$ cat config.mk
export PLATFORM = sky130hd
export DESIGN_NAME = zrb_uart_rx
export DESIGN_NICKNAME = d
export VERILOG_FILES = /design/src/rtl/zrb_uart_rx.sv
export SDC_FILE = /design/constraint.sdc
export NUM_CORES = 1
export LEC_CHECK = 0
export ABC_CLOCK_PERIOD_IN_PS = 3000
export CAP_MARGIN = 20
export CORE_MARGIN = 10
export CORE_UTILIZATION = 40
export DETAILED_ROUTE_END_ITERATION = 6
export RECOVER_POWER = 100
export SLEW_MARGIN = 10
export SYNTH_ARGS = -nofsm -noshare
export SYNTH_HDL_FRONTEND = slang
export SYNTH_SLANG_ARGS = --single-unit
$ cat constraint.sdc
create_clock -name wr_clk -period 3 [get_ports wr_clk]
set_clock_uncertainty 0.1 [all_clocks]
set_input_delay 0.6 -clock wr_clk [delete_from_list [all_inputs] [get_ports wr_clk]]
set_output_delay 0.6 -clock wr_clk [all_outputs]
set_load 0.02 [all_outputs]
$ cat src/rtl/zrb_uart_rx.sv
// UART receiver: 8x oversampled start/data/stop framing that writes each good frame
// into a downstream FIFO on wr_clk, with sticky frame-error and overrun flags.
module zrb_uart_rx #(
  parameter int DATA_BITS = 8
) (
  input  logic                 wr_clk,
  input  logic                 reset,
  input  logic                 os_tick,
  input  logic                 rx,
  input  logic                 fifo_full,
  input  logic                 err_clr,
  output logic [DATA_BITS-1:0] data_out,
  output logic                 wr_en,
  output logic                 busy,
  output logic                 frame_err,
  output logic                 overrun,
  output logic [2:0]           o_dbg_state
);

  typedef enum logic [2:0] {
    S_IDLE  = 3'd0,
    S_START = 3'd1,
    S_DATA  = 3'd2,
    S_STOP  = 3'd3,
    S_BRK   = 3'd4
  } state_t;

  localparam logic [2:0] LAST_BIT = 3'(DATA_BITS - 1);

  logic                 r_rx_meta;
  logic                 r_rx_s;
  state_t               r_state;
  logic [2:0]           r_os_cnt;
  logic [2:0]           r_bit_cnt;
  logic [DATA_BITS-1:0] r_shift;
  logic [DATA_BITS-1:0] r_data_out;
  logic                 r_wr_en;
  logic                 r_frame_err;
  logic                 r_overrun;

  state_t               w_state_nxt;
  logic [2:0]           w_os_cnt_nxt;
  logic [2:0]           w_bit_cnt_nxt;
  logic [DATA_BITS-1:0] w_shift_nxt;
  logic                 w_load;
  logic                 w_wr;
  logic                 w_set_ferr;
  logic                 w_set_ovr;

  // Two-flop synchronizer; idles high so reset never looks like a start bit.
  always_ff @(posedge wr_clk or posedge reset) begin
    if (reset) begin
      r_rx_meta <= 1'b1;
      r_rx_s    <= 1'b1;
    end else begin
      r_rx_meta <= rx;
      r_rx_s    <= r_rx_meta;
    end
  end

  always_comb begin
    w_state_nxt   = r_state;
    w_os_cnt_nxt  = r_os_cnt;
    w_bit_cnt_nxt = r_bit_cnt;
    w_shift_nxt   = r_shift;
    w_load        = 1'b0;
    w_wr          = 1'b0;
    w_set_ferr    = 1'b0;
    w_set_ovr     = 1'b0;
    case (r_state)
      S_IDLE: begin
        if (!r_rx_s) begin
          w_state_nxt  = S_START;
          w_os_cnt_nxt = 3'd0;
        end
      end
      S_START: begin
        if (os_tick) begin
          if (r_os_cnt == 3'd3) begin
            if (!r_rx_s) begin
              w_state_nxt   = S_DATA;
              w_os_cnt_nxt  = 3'd0;
              w_bit_cnt_nxt = 3'd0;
            end else begin
              w_state_nxt = S_IDLE;
            end
          end else begin
            w_os_cnt_nxt = r_os_cnt + 3'd1;
          end
        end
      end
      S_DATA: begin
        if (os_tick) begin
          w_os_cnt_nxt = r_os_cnt + 3'd1;
          if (r_os_cnt == 3'd7) begin
            w_shift_nxt   = {r_rx_s, r_shift[DATA_BITS-1:1]};
            w_bit_cnt_nxt = r_bit_cnt + 3'd1;
            if (r_bit_cnt == LAST_BIT) w_state_nxt = S_STOP;
          end
        end
      end
      S_STOP: begin
        if (os_tick) begin
          w_os_cnt_nxt = r_os_cnt + 3'd1;
          if (r_os_cnt == 3'd7) begin
            if (r_rx_s) begin
              w_load      = 1'b1;
              w_wr        = !fifo_full;
              w_set_ovr   = fifo_full;
              w_state_nxt = S_IDLE;
            end else begin
              w_set_ferr  = 1'b1;
              w_state_nxt = S_BRK;
            end
          end
        end
      end
      // A held-low line parks here so it cannot retrigger a stream of frames.
      S_BRK: begin
        if (r_rx_s) w_state_nxt = S_IDLE;
      end
      default: w_state_nxt = S_IDLE;
    endcase
  end

  always_ff @(posedge wr_clk or posedge reset) begin
    if (reset) begin
      r_state     <= S_IDLE;
      r_os_cnt    <= 3'd0;
      r_bit_cnt   <= 3'd0;
      r_shift     <= '0;
      r_data_out  <= '0;
      r_wr_en     <= 1'b0;
      r_frame_err <= 1'b0;
      r_overrun   <= 1'b0;
    end else begin
      r_state     <= w_state_nxt;
      r_os_cnt    <= w_os_cnt_nxt;
      r_bit_cnt   <= w_bit_cnt_nxt;
      r_shift     <= w_shift_nxt;
      r_wr_en     <= w_wr;
      if (w_load) r_data_out <= r_shift;
      // A set event in the same cycle as err_clr takes priority.
      r_frame_err <= w_set_ferr | (r_frame_err & ~err_clr);
      r_overrun   <= w_set_ovr  | (r_overrun   & ~err_clr);
    end
  end

  assign data_out    = r_data_out;
  assign wr_en       = r_wr_en;
  assign busy        = (r_state != S_IDLE);
  assign frame_err   = r_frame_err;
  assign overrun     = r_overrun;
  assign o_dbg_state = r_state;

endmodule

==> impl_metrics.py, run 1 <==
metrics = {
    "finish": {
        "regArea_sq_um": 753,
        "multi_input_area_sq_um": 519,
        "antennaDiodeCount": 0,
        "layout-drive-gt1-share_pct": 7.69,
        "n_fill_cell": 290,
        "stdcell_count": 174,
        "areaGrowthSynthToFinish_pct": 22.0,
        "layout.nets": 141,
    },
    "pwr": {
        "p_leak_nw": 0.863,
        "seqPwrFrac_pct": 47.0,
        "internal_power_w": 0.000749,
        "power_density_mw_per_mm2": 661,
        "p_sw_share_pct": 30.7,
        "clkPwrFrac_pct": 28.0,
        "share_comb_of_total_power_pct": 25.0,
        "p_sw_w": 0.000332,
        "ir_drop_mv": 0.306,
    },
    "timing": {
        "finalCriticalPeriod_ps": 2560,
        "rsz0062_at_grt": "no",
        "timing.setup.tns_ps": 0,
        "hold_violations": 0,
        "slew_violations": 0,
        "period_share_pct": 85.3,
        "relSlewSlack_pct": 54.6,
        "setup_viol": 0,
        "fmax_ghz": 0.391,
        "worst_pin_slew_ps": 681,
    },
    "logic_synthesis": {
        "synthAdderAreaFrac_pct": 5.60,
        "synth_top_family_by_area": "multiplexers",
        "async_reset_ff_share_pct": 100,
        "synth.area.mux_share_pct": 17.6,
        "synth-compound-area-share_pct": 6.62,
        "yosysWarnings": 0,
        "synthTopCellsByArea": "dfrtp_1 52%, mux2_1 14%, ha_1 5.6%",
        "synth.distinct_cells": 34,
        "synth-seq-cells": 30,
        "synthSimpleGateAreaFrac_pct": 9.33,
        "synth_nets": 118,
        "syn_area_sq_mm": 0.00134,
        "synth_top_area_share_pct": 52.2,
        "synth_xor_area_share_pct": 0,
        "syn_inst": 106,
        "synth-edff-count": 0,
        "ys_seq_area_share_pct": 56.2,
        "postSynthAreaPerCell_sq_um": 12.7,
        "yosysTopAreaCell": "dfrtp_1",
        "synth_ff_type": "dfrtp_1",
    },
    "grt": {
        "grt_pass1_vias": 926,
        "grt_use_total_pct": 8.59,
        "grt_antenna_before_repair": 0,
        "grt_pass1_wl_um": 4220,
        "grt_max_degree": 20,
        "overflow": 0,
    },
    "setup_path": {
        "cp.required_ps": 2300,
        "r2r_setup_slack_ps": 940,
        "cpPeakStageDelay_ps": 660,
        "rr_worst_depth": 6,
        "cp_cell_sequence": "or3_1 > dlygate4sd3_1",
        "cp-startpoint": "o_dbg_state[2]",
        "timing.rr.start": "r_os_cnt[0]",
        "end_kind": "output port",
        "path_class": "reg -> out",
        "r2r-end": "r_bit_cnt[1]",
        "cp.arrival_ps": 1860,
        "endpoint": "busy",
        "crit_cells": 2,
        "cpMaxStageDelayCell": "dlygate4sd3_1",
        "cp_max_fo": 11,
        "worst-path-buf-inv": 1,
        "cp_top_family": "buffers and inverters",
        "cp-start-kind": "register",
    },
    "clock_network": {
        "cts-root-buf": "clkbuf_4",
        "cts_max_level": 2,
        "clk_latency_ps": 310,
        "postCtsSetupBuffers": 0,
        "cts-hold-fix-buffers": 0,
        "cts.clk_slew.worst_paths_ps": 80,
        "cts_resized": 0,
        "cts_inserted_buffers": 5,
        "cts_tree": "built",
        "clkSinkCount": 30,
        "cts_buffer_depth": 2,
    },
    "job": {
        "maxCapViolations": 0,
    },
    "route": {
        "drtIter0Drc": 90,
        "wl_per_cell_um": 13.9,
        "viasPerCell": 4.90,
        "drt_wl_total_um": 2410,
        "drtAntennaViolNets": 0,
        "dr.pass1.iters": 4,
        "drc_errors": 0,
        "vias": 852,
    },
    "worst_hold_path": {
        "hold_class": "reg -> reg",
    },
    "floorplanning": {
        "die_h_um": 77.9,
        "io_pins": 21,
        "fp-row-count": 20,
        "core_region_area_sq_mm": 0.00313,
        "die-area_sq_mm": 0.00607,
        "die_w_um": 77.9,
        "start_util_pct": 42.9,
    },
    "placement": {
        "port_buffers": 20,
        "dp_hpwl_um": 1830,
        "dp_cells": 166,
        "gp_congestion": 0.696,
    },
    "outcome": {
        "status": "finished, final reports clean",
    },
}
-- how the worst min path moves through the flow --
| stage | startpoint | endpoint | slack (ps) | cells after the start |
|---|---|---|---|---|
| finish | r_rx_meta | r_rx_s | 260 | 0 |
| global placement | r_rx_meta | r_rx_s | 250 | 0 |
| floorplan | r_rx_meta | r_rx_s | 250 | 0 |
| CTS | r_rx_meta | r_rx_s | 270 | 0 |
| detailed placement | r_rx_meta | r_rx_s | 250 | 0 |
| global route | r_rx_meta | r_rx_s | 270 | 0 |
-- synthesized netlist by cell type, types with 2 or more instances --
| cell type | instances |
|---|---|
| a21oi_1 | 2 |
| buf_2 | 2 |
| dfrtp_1 | 28 |
| dfstp_2 | 2 |
| ha_1 | 6 |
| inv_1 | 7 |
| mux2_1 | 17 |
| mux2i_1 | 3 |
| nand2_1 | 2 |
| nand2b_1 | 3 |
| nor2_1 | 7 |
| nor2b_1 | 2 |
| nor4_1 | 2 |
| o21ai_1 | 2 |
| o22ai_1 | 2 |
-- cells by family (layout without fill, tap and decap cells) --
family,after synthesis,count (layout)
compound gates,13,13
fa+ha+maj,6,6
buf+inv,13,37
flops,30,30
mux,21,21
simple gates,23,23
-- state kept, by name, indices dropped and copies added, names as in the netlist --
| name | flops |
|---|---|
| r_os_cnt | 3 |
| overrun | 1 |
| r_rx_meta | 1 |
| wr_en | 1 |
| r_shift | 8 |
| frame_err | 1 |
| o_dbg_state | 3 |
| r_rx_s | 1 |
| r_bit_cnt | 3 |
| data_out | 8 |
-- layout by cell type (no fill, tap or decap), types with 2 or more instances in the layout --
cell             Yosys  final
a21oi_1              2      2
nand2b_1             3      3
clkdlybuf4s50_1      0      2
clkbuf_1             1      3
clkbuf_4             0      5
nor2b_1              2      2
nand2_1              2      3
mux2_1              17     18
o22ai_1              2      2
dlygate4sd3_1        0     18
mux2i_1              3      3
inv_1                7      7
dfstp_2              2      2
ha_1                 6      6
dfrtp_1             28     28
nor4_1               2      2
nor2_1               7      7
-- cell type report --
cell class | instances | area share, %
multi-input cells | 63 | 31.7
flip-flops and latches | 30 | 46.0
clock inverters | 1 | 1.83
repair buffers | 21 | 12.5
clock buffers | 7 | 2.75
inverters | 8 | 1.83
well taps | 44 | 3.36
-- power groups by stage --
| stage | logic [W] | clock network [W] | registers (W) |
|---|---|---|---|
| 6_report | 0.000270 | 0.000303 | 0.000508 |
| 5_1_grt | 0.000307 | 0.000335 | 0.000516 |
| 4_1_cts | 0.000287 | 0.000316 | 0.000510 |
| 3_5_place_dp | 0.000286 | 0 | 0.000518 |
| 3_3_place_gp | 0.000275 | 0 | 0.000513 |
| 2_1_floorplan | 0.000229 | 0 | 0.000498 |
-- stage by stage --
| step | hold WS [ps] | power (W) | setup WS, ps | utilization (%) | instance area, sq um |
|---|---|---|---|---|---|
| finish | 263 | 0.00108 | 441 | 52.3 | 1640 |
| global route | 272 | 0.00116 | 354 | 52.3 | 1640 |
| CTS | 266 | 0.00111 | 509 | 52.6 | 1650 |
| detailed placement | 249 | 0.000804 | 641 | 50.2 | 1570 |
| global placement | 247 | 0.000789 | 712 | 50.2 | 1570 |
| floorplan | 245 | 0.000726 | 1100 | - | 1340 |
-- layer usage --
layer  GRT usage, %  routed length (um)  vias to the layer above
li1               -                   -                      416
met1           9.64                1080                      415
met2           13.7                1140                       17
met3           3.57                 153                        4
met4           4.48                  36                        0
met5              0                   0                        -
(Power assumes the default switching activity.)
==> inputs of run 2 (changes only) <==
ABC_CLOCK_PERIOD_IN_PS = 2900   (was 3000)
PLACE_DENSITY_LB_ADDON = 0.12   (was unset)
TNS_END_PERCENT = 1   (was unset)
clock period = 2.9 ns   (was 3 ns; I/O delays follow)
==> run 2 against run 1 <==
  * Setup slack got worse by 70 ps
  * Worst hold slack got worse by 1.1 ps
  * Clock power fell by 17%
  * Register-to-register slack got worse by 100 ps
  * Non-clock buffer count rose by 1
  * Critical endpoint unchanged
  * Critical path depth did not move
==> impl_metrics.py, run 2 (synthesis gave the netlist of run 1 again) <==
metrics = {
    "outcome": {
        "status": "finished, final reports clean",
    },
    "placement": {
        "dp_slack_ps": 581,
        "gp_congestion": 0.696,
        "port_buffers": 20,
        "dp_hpwl_um": 1860,
        "placed_cell_area_sq_mm": 0.00158,
    },
    "setup_path": {
        "cp.required_ps": 2220,
        "cp_max_fo": 11,
        "cp-start-kind": "register",
        "end_kind": "output port",
        "timing.rr.start": "r_os_cnt[0]",
        "cp.arrival_ps": 1850,
        "path_class": "reg -> out",
        "r2r_setup_slack_ps": 840,
        "cp-startpoint": "o_dbg_state[2]",
    },
    "clock_network": {
        "clk_latency_ps": 320,
        "cts_resized": 0,
        "cts_max_level": 2,
        "clkSinkCount": 30,
        "cts_tree": "built",
        "cts-root-buf": "clkbuf_4",
        "cts_buffer_depth": 2,
        "cts_inserted_buffers": 5,
        "cts.clk_slew.worst_paths_ps": 90,
        "postCtsSetupBuffers": 0,
        "cts-hold-fix-buffers": 0,
    },
    "route": {
        "drtIter0Drc": 37,
        "drtAntennaViolNets": 0,
        "drc_errors": 0,
        "dr.pass1.iters": 4,
        "wl_per_cell_um": 13.8,
        "vias": 827,
        "drt_wl_total_um": 2420,
        "viasPerCell": 4.73,
    },
    "pwr": {
        "ir_drop_mv": 0.315,
        "power_density_mw_per_mm2": 647,
        "finalPower_w": 0.00105,
        "p_leak_nw": 0.860,
    },
    "grt": {
        "grt_max_degree": 15,
        "grt_pass1_wl_um": 4260,
        "overflow": 0,
        "grt_use_total_pct": 8.72,
        "grt_antenna_before_repair": 0,
        "grt_pass1_vias": 907,
    },
    "finish": {
        "layout-drive-gt1-share_pct": 8.40,
        "final_cell_mix": "28 x dfrtp_1, 18 x mux2_1, 18 x dlygate4sd3_1",
        "layout.nets": 142,
        "areaGrowthSynthToFinish_pct": 21.2,
        "antennaDiodeCount": 0,
        "final_area_sq_mm": 0.00163,
        "final_common_cell": "dfrtp_1",
    },
    "timing": {
        "worst_pin_slew_ps": 738,
        "hold_violations": 0,
        "setup_viol": 0,
        "timing.setup.tns_ps": 0,
        "slew_violations": 0,
        "finalCriticalPeriod_ps": 2530,
        "final.setup.worst_slack_ps": 371,
        "rsz0062_at_grt": "no",
        "period_share_pct": 87.2,
        "fmax_ghz": 0.395,
        "relSlewSlack_pct": 50.8,
    },
    "worst_hold_path": {
        "hp-start": "r_rx_meta",
        "hold_class": "reg -> reg",
    },
    "floorplanning": {
        "core_region_area_sq_mm": 0.00313,
        "die_w_um": 77.9,
        "io_pins": 21,
        "die-area_sq_mm": 0.00607,
        "die_h_um": 77.9,
        "start_util_pct": 42.9,
        "fp-row-count": 20,
    },
    "job": {
        "maxCapViolations": 0,
    },
}
-- run 2: changes by cell type in the layout (fill, tap and decap cells not counted) --
cell and change:
bufinv_16 -1, clkbuf_8 +1, clkinv_2 +1
-- run 2: worst paths after layout --
| check | end | cells past startpoint |
|---|---|---|
| max | busy | 2 |
| max reg2reg | r_bit_cnt[1] | 6 |
| min in group asynchronous | frame_err | 2 |
| max in group asynchronous | r_os_cnt[2] | 3 |
| min | r_rx_s | 0 |
| min reg2reg | r_rx_s | 0 |
-- run 2: through the flow --
stage | hold slack, ps | cells | util, %
after global placement | 246 | 167 | 50.5
after floorplan | 245 | 106 | -
final | 262 | 175 | 52.0
after CTS | 263 | 175 | 52.4
after global routing | 269 | 175 | 52.0
after detailed placement | 249 | 167 | 50.5
-- run 2: per-layer routing --
layer  vias up  GRT usage [%]  wire, um
met2        18           13.5      1140
met4         0           2.69        13
met5         -              0         0
li1        416              -         -
met1       391           10.2      1080
met3         2           4.61       181
-- run 2: critical path: stages, from the launching register on --
cell and delay [ps]:
dfrtp_1 490, or3_1 390, dlygate4sd3_1 660
-- run 2: area by class of cell --
type	count	area (sq um)
Fill cell	294	1500
Sequential cell	30	753
Multi-Input combinational cell	63	519
Timing Repair Buffer	22	208
Clock buffer	7	55.1
Tap cell	44	55.1
Inverter	8	30.0
Clock inverter	1	5.00
-- run 2: where the power goes --
group | total (W) | internal [W] | leakage [nW] | switching (W)
clock network | 0.000252 | 0.000117 | 0.0353 | 0.000134
logic | 0.000277 | 0.000127 | 0.423 | 0.000150
registers | 0.000522 | 0.000466 | 0.401 | 0.0000564
total | 0.00105 | 0.000710 | 0.860 | 0.000341
